`src/rtl/param_fifo.sv`:
```
// rtl/param_fifo.sv - parameterised FWFT synchronous FIFO; optional misuse flag under FIFO_ERR_CHECK_EN
module param_fifo #(
    parameter int WIDTH    = 17,
    parameter int LG_DEPTH = 8,
    parameter int AF_LEVEL = (2 ** LG_DEPTH) - 4,
    parameter int AE_LEVEL = 4
) (
    input  logic                clk,
    input  logic                clear_n_i,
    input  logic                flush_i,
    input  logic [WIDTH-1:0]    data_i,
    input  logic                enque_i,
    input  logic                deque_i,
    output logic [WIDTH-1:0]    data_o,
    output logic                valid_o,
    output logic                empty_o,
    output logic                full_o,
    output logic                almost_full_o,
    output logic                almost_empty_o,
    output logic [LG_DEPTH:0]   count_o,
    output logic                error_o
);

    localparam int DEPTH = 2 ** LG_DEPTH;
    localparam logic [LG_DEPTH:0] AF_THRESH = AF_LEVEL[LG_DEPTH:0];
    localparam logic [LG_DEPTH:0] AE_THRESH = AE_LEVEL[LG_DEPTH:0];

    // Pointers carry one extra wrap bit so full and empty are distinguishable
    // while every storage slot remains usable.
    logic [LG_DEPTH:0]  wptr;
    logic [LG_DEPTH:0]  rptr;
    logic [WIDTH-1:0]   storage [DEPTH];

    logic               is_empty;
    logic               is_full;
    logic               deq_ok;
    logic               enq_ok;

    // Status is derived from the registered pointers only.
    assign is_empty = (wptr == rptr);
    assign is_full  = (wptr[LG_DEPTH] != rptr[LG_DEPTH]) &&
                      (wptr[LG_DEPTH-1:0] == rptr[LG_DEPTH-1:0]);

    // A read on an empty FIFO is dropped; a write on a full FIFO only goes in
    // when the head is leaving in the same cycle.
    assign deq_ok = deque_i && !is_empty;
    assign enq_ok = enque_i && (!is_full || deq_ok);

    assign count_o        = wptr - rptr;
    assign empty_o        = is_empty;
    assign valid_o        = !is_empty;
    assign full_o         = is_full;
    assign almost_full_o  = (count_o >= AF_THRESH);
    assign almost_empty_o = (count_o <= AE_THRESH);

    // First-word-fall-through: the head slot is presented directly.
    assign data_o = storage[rptr[LG_DEPTH-1:0]];

    // Storage array has no reset; only accepted writes land in it.
    always_ff @(posedge clk) begin
        if (clear_n_i && !flush_i && enq_ok) begin
            storage[wptr[LG_DEPTH-1:0]] <= data_i;
        end
    end

    // Pointer update: reset dominates flush, flush dominates traffic.
    always_ff @(posedge clk) begin
        if (!clear_n_i) begin
            wptr <= '0;
            rptr <= '0;
        end else if (flush_i) begin
            wptr <= '0;
            rptr <= '0;
        end else begin
            if (enq_ok) begin
                wptr <= wptr + 1'b1;
            end
            if (deq_ok) begin
                rptr <= rptr + 1'b1;
            end
        end
    end

`ifdef FIFO_ERR_CHECK_EN
    logic err_q;
    logic overflow;
    logic underflow;

    // Flush cycles ignore the request lines, so they cannot be misuse either.
    assign overflow  = !flush_i && enque_i && is_full && !deque_i;
    assign underflow = !flush_i && deque_i && is_empty;

    // Sticky misuse flag, cleared only by reset.
    always_ff @(posedge clk) begin
        if (!clear_n_i) begin
            err_q <= 1'b0;
        end else if (overflow || underflow) begin
            err_q <= 1'b1;
        end
    end

`ifndef SYNTHESIS
    // Simulation-only diagnostics for misuse.
    always_ff @(posedge clk) begin
        if (clear_n_i && overflow) begin
            $display("error: wrote full fifo");
        end
        if (clear_n_i && underflow) begin
            $display("error: deque empty fifo");
        end
    end
`endif

    assign error_o = err_q;
`else
    assign error_o = 1'b0;
`endif

endmodule

```
`config.mk`:
```
export PLATFORM = sky130hd
export DESIGN_NAME = param_fifo
export DESIGN_NICKNAME = d
export VERILOG_FILES = /design/src/rtl/param_fifo.sv
export SDC_FILE = /design/constraint.sdc
export NUM_CORES = 2
export LEC_CHECK = 0
export CAP_MARGIN = 20
export CORE_AREA = 2 2 750 752
export DETAILED_ROUTE_END_ITERATION = 6
export DIE_AREA = 0 0 752 754
export GPL_TIMING_DRIVEN = 1
export PLACE_DENSITY_LB_ADDON = 0.1
export SYNTH_ARGS = -nofsm -noshare
export SYNTH_HDL_FRONTEND = slang
export SYNTH_MEMORY_MAX_BITS = 65536
export SYNTH_SLANG_ARGS = --single-unit
```
`constraint.sdc`:
```
create_clock -name clk -period 10.6 [get_ports clk]
set_input_delay 2.65 -clock clk [delete_from_list [all_inputs] [get_ports clk]]
set_output_delay 2.65 -clock clk [all_outputs]
set_load 0.02 [all_outputs]
```
* Word level (Yosys, flattened, before mapping) *
Memories as Yosys holds them, arrays and structs flattened. A register that Yosys moved wholly into a read port is not among the register bits.
Cells that the tools add are included.

storage, ports and cells
  flip-flop bits (word level) = 18
  memory bits (writable) = 4352
  input bits = 22
  output and inout port bits = 32
  logic and storage cells = 26
  memories kept = 1

cells by class
  add/sub/neg operators = 3
  $lt $le $gt $ge = 2
  equality and inequality tests = 3
  muxes and demuxes = 4
  bitwise gates (word level) = 1
  reduce and logical (&&, ||, !) cells = 10

memories
  memory   depth  bits a word  rd ports  clocked after memory_dff  wr ports  line  RTL
  storage  256    17           1         1                         1         32    logic [WIDTH-1:0] storage [DEPTH];

operators with widths
  kind                   count
  $add A9 B1 Y9 const B  2
  $mux W8                2
  $eq A9 B9 Y1           1
  $ge A9 B8 Y1 const B   1
  $le A9 B3 Y1 const B   1
  $sub A9 B9 Y9          1
  $eq A8 B8 Y1           1
  $logic_and A1 B1 Y1    5
  $logic_not A1 Y1       3
  $mux W1                2
  $reduce_or A2 Y1       1
  $logic_or A1 B1 Y1     1
  $ne A1 B1 Y1           1
  $not A1 Y1             1

* Logic depth before layout (Yosys ltp) *
  word-level depth = 8
  mapped depth = 12
  mapped depth without buffers = 10

* Least setup slack after synthesis *
No wires, ideal clock.

  kind = register to output
  start = register wptr[0]
  end = output almost_empty_o
  arrival time = 3.200 ns
  data required time = 7.950 ns
  slack = 4.750 ns
  cell stages (with the launch flop) = 11
  buffers on the path = 0
  path through = dfxtp_1 -> inv_1 -> ha_1 -> inv_1 -> fa_1 -> a21o_1 -> a21oi_1 -> o221ai_1 -> xnor2_1 -> or4b_2 -> nor4_1

between the ends
  cells in the longest elaborated chain, start to end = 2

ends and longest elaborated chain
  element                 line  RTL
  start, declared         30    logic [LG_DEPTH:0] wptr;
  start signal, assigned  76    wptr <= wptr + 1'b1;
  $sub A9 B9 Y9           49    assign count_o = wptr - rptr;
  via count_o[8]          20    output logic [LG_DEPTH:0] count_o,
  $le A9 B3 Y1            54    assign almost_empty_o = (count_o <= AE_THRESH);
  end, declared           19    output logic almost_empty_o,

The timed path passes the listed nets, and every way through them passes these cells.

==> impl_table.tex <==
\begin{tabular}{lr}
\hline
Metric & Value \\
\hline
\multicolumn{2}{l}{\textbf{Yosys}} \\
Most frequent cell after synthesis & edfxtp\_1 \\
Number of register bits inferred by synthesis & 4378 \\
Share of synthesized registers carrying an async set or reset & 0\% \\
Cell taking the most area after synthesis & edfxtp\_1 \\
Count of distinct cell types in the synthesized netlist & 60 \\
Area share of the largest cell type after synthesis & 78.1\% \\
Total nets after synthesis & 7735 \\
Top cells by count, synth & 4352 x edfxtp\_1, 816 x mux4\_2, 562 x mux2i\_1, 323 x o22ai\_1, 285 x nor2\_1 \\
Dominant register cell in the synthesized netlist & edfxtp\_1 \\
Cell area after technology mapping & 0.167 mm2 \\
Instance count of the mapped netlist & between 7000 and 8000 \\
Average cell area after synthesis & between 20 and 25 um2 \\
Number of warnings reported in the yosys synthesis log & 0 \\
Number of flops mapped to enable cells by yosys & roughly 4400 \\
Top post-synthesis cells by area & edfxtp\_1 78\%, mux4\_2 11\%, mux2i\_1 3.4\% \\
Register area share after synthesis & about 80\% \\
\multicolumn{2}{l}{\textbf{Clock network}} \\
Clock insertion delay at the later pin of the skew report & 1030 ps \\
Clock-pin slew reported for the worst setup and hold paths after clock tree synthesis & 60 ps \\
Clock sinks & 4378 \\
Clock buffer depth & 4 \\
Clock tree from TritonCTS & done \\
Clock buffers created by TritonCTS & 479 \\
Total number of H-tree levels & 5 \\
Root buf cell & clkbuf\_16 \\
Number of hold buffers added after CTS & 0 \\
Post\_cts resized & 0 \\
Setup repair bufs after CTS & 0 \\
\multicolumn{2}{l}{\textbf{Worst hold path}} \\
Type of the most critical hold path & flip-flop to flip-flop \\
Number of cells on the worst hold path & 2 \\
\multicolumn{2}{l}{\textbf{Critical path}} \\
Reg2Reg Depth & 8 \\
Highest net fanout along the worst path & 34 \\
Terminus of the critical flop-to-flop path & storage[155][5]\$\_DFFE\_PP\_ \\
Destination of the critical timing path & data\_o[2] \\
CP peak stage delay & 1060 ps \\
Kind of start point of the critical path & flip-flop \\
Worst path required time & between 7000 and 8000 ps \\
Minimum setup slack among reg-to-reg paths & 5890 ps \\
Cell with the biggest individual delay on the critical path & nor3\_1 \\
Reg-to-reg startpoint & wptr[5]\$\_SDFFE\_PP0N\_ \\
Setup CP Type & flip-flop to primary output \\
Kind of end point of the critical path & primary output \\
Data arrival time of the worst path & roughly 6800 ps \\
Chain of cells forming the critical path & or3b\_4 -> buf\_12 -> o22ai\_1 -> nor4\_1 -> nor4\_2 -> nand3\_1 -> nor3\_1 -> clkdlybuf4s50\_1 \\
\multicolumn{2}{l}{\textbf{STA}} \\
Final critical-path share of the clock period & 88.7\% \\
Fmax & 106 MHz \\
RSZ-0062 raised after global routing & false \\
Setup Viol. Count Final & 0 \\
Rel. slew slack & 16.9\% \\
Fin Clk Skew & a little over 60 ps \\
Hold Fails Final Rpt & 0 \\
TNS Setup & 0 ps \\
Slew Limit Fails & 0 \\
Slew @ Worst Pin & 1240 ps \\
Final critical-path required period & 9400 ps \\
\multicolumn{2}{l}{\textbf{Drt}} \\
Via count of the routed design & 80801 \\
First-pass iteration count of the detailed router & 5 \\
Drt initial violations & 7624 \\
DRC violation count after routing & 0 \\
Total wire length & 514 mm \\
Average wire length per cell after detail routing & 31.9 um \\
Detail-routed via count per cell & 5.00 \\
Number of nets still failing antenna checks after routing & 0 \\
\multicolumn{2}{l}{\textbf{Power}} \\
Sequential power share & 53.0\% \\
Cell-internal power & 0.0284 W \\
Switching part of the total power & 20.8\% \\
Leakage power of the design & 57.7 nW \\
Max IR drop VDD & 0.000154 V \\
Net load switching power & 0.00746 W \\
Combinational power share & 1.9\% \\
Power density relative to cell area & 184 mW/mm2 \\
Clk pwr share & 45.0\% \\
\multicolumn{2}{l}{\textbf{Global route}} \\
Vias in the first global route & between 80000 and 90000 \\
Initial antenna violation count & 37 \\
Global-route wire length before repair & between 700 and 800 mm \\
Largest net degree at the start of global routing & 172 \\
Global route total overflow & 0 \\
Global routing usage summed across all routing layers & approximately 18\% \\
\multicolumn{2}{l}{\textbf{Die}} \\
Initial core utilization & 29.9\% \\
Overall die area & 0.567 mm2 \\
Top Ports & 54 \\
Placeable core region & 0.559 mm2 \\
Width of the die & about 750 um \\
Height of the die & 754 um \\
Core Rows & 275 \\
\multicolumn{2}{l}{\textbf{Finish}} \\
Final cell count without fillers & about 16000 \\
Total area of multi-input combinational cells & 0.0341 mm2 \\
Layout cell share with drive strength beyond 1 & 26.3\% \\
Post-route cell area & 0.195 mm2 \\
Number of nets in the final layout & 8296 \\
Area used by sequential logic in the layout & 0.131 mm2 \\
Area added between synthesis and finish & 16.6\% \\
Number of fillers in the final layout & 51834 \\
\multicolumn{2}{l}{\textbf{Place}} \\
Final estimated routing congestion in global placement & 0.758 \\
Half-perimeter wire length after detailed placement & 308 mm \\
Placed Cells incl. Taps & approximately 15000 \\
I/O Buffers & 52 \\
Post-place instance area & 0.180 mm2 \\
\multicolumn{2}{l}{\textbf{Flow run}} \\
Number of maximum-capacitance constraint violations & 0 \\
\multicolumn{2}{l}{\textbf{Status}} \\
Result of the run & complete, no violations \\
\hline
\end{tabular}
## per-stage QoR
step	utilization [%]	setup slack, ps	hold WS [ps]	total power [W]
after CTS	34.9	1140	590	0.0364
after global routing	34.9	1050	627	0.0370
after detailed placement	32.2	2330	572	0.0201
after global placement	32.0	1370	563	0.0201
final	34.9	1200	579	0.0359
after floorplan	-	4750	516	0.0197
## worst min-delay path by stage
stage                               from                    to  slack, ps
floorplan           rptr[7]$_SDFFE_PP0N_  rptr[8]$_SDFFE_PP0N_        520
global placement    rptr[8]$_SDFFE_PP0N_  rptr[8]$_SDFFE_PP0N_        560
detailed placement  wptr[8]$_SDFFE_PP0N_  wptr[8]$_SDFFE_PP0N_        570
CTS                 wptr[8]$_SDFFE_PP0N_  wptr[8]$_SDFFE_PP0N_        590
global route        wptr[8]$_SDFFE_PP0N_  wptr[8]$_SDFFE_PP0N_        630
finish              rptr[8]$_SDFFE_PP0N_  rptr[8]$_SDFFE_PP0N_        580
## sequential cells by signal, indices dropped and copies added, names as in the netlist, named ones only
register	cells
storage	4352
wptr	9
rptr	9
## cells by family (layout without fill, tap and decap cells)
logic type / Yosys count / in the layout / share of synthesized area [%]
compound gates: 808 / 808 / 3.53
xor+xnor: 24 / 24 / 0.126
fa+ha+maj: 14 / 14 / 0.109
buf+inv: 478 / 1433 / 1.67
flops: 4378 / 4378 / 78.4
mux: 1378 / 1378 / 14.3
other cells: 1 / 17 / 0.00224
simple gates: 618 / 618 / 1.80
## placed cells by master, fill, tap and decap left out, types with 33 or more instances in the layout
cell type and count:
a21oi_1 76, a221oi_1 102, a22o_1 196, a22oi_1 76, buf_12 43, buf_4 409, buf_8 35, bufinv_16 36
clkbuf_1 111, clkbuf_16 483, clkdlybuf4s50_1 35, clkinv_1 113, clkinv_2 94, edfxtp_1 4352, mux2i_1 562, mux4_2 816
nand2_1 33, nor2_1 68, nor2_2 212, nor3_1 86, nor4_1 86, o22ai_1 323
## layer usage
metal  up-vias  wire [um]  global-route usage (%)  share of wire [%]
li1      33861          -                       -                  -
met1     44332     223000                    24.2                 43
met2      1999     256000                    30.2                 50
met3       607      23300                    2.36                4.5
met4         2      12500                    4.10                2.4
met5         -         10                       0             0.0019
## final cells by class
type | count | area share (%)
antenna | 16 | 0.0205
clock buffer | 597 | 6.43
clock inverter | 278 | 1.30
inverter | 16 | 0.0308
multi-input combinational | 2843 | 17.5
sequential | 4378 | 67.3
tap | 7479 | 4.80
timing repair buffer | 542 | 2.66
## critical path: cells and delay by family (launching register included)
family,cells,cell delay [ps]
AO/OA/AOI/OAI,1,260
buffers and inverters,2,1080
flip-flops,1,800
AND/OR/NAND/NOR,5,3410
## power by group through the flow
| stage | clock network (W) | registers, W | logic, W |
|---|---|---|---|
| final | 0.0162 | 0.0190 | 0.000689 |
| after floorplan | 0 | 0.0194 | 0.000254 |
| after CTS | 0.0166 | 0.0190 | 0.000717 |
| after global placement | 0 | 0.0194 | 0.000695 |
| after detailed placement | 0 | 0.0194 | 0.000716 |
| after global routing | 0.0172 | 0.0190 | 0.000745 |
Note: power is estimated with default switching activity, not from simulation.
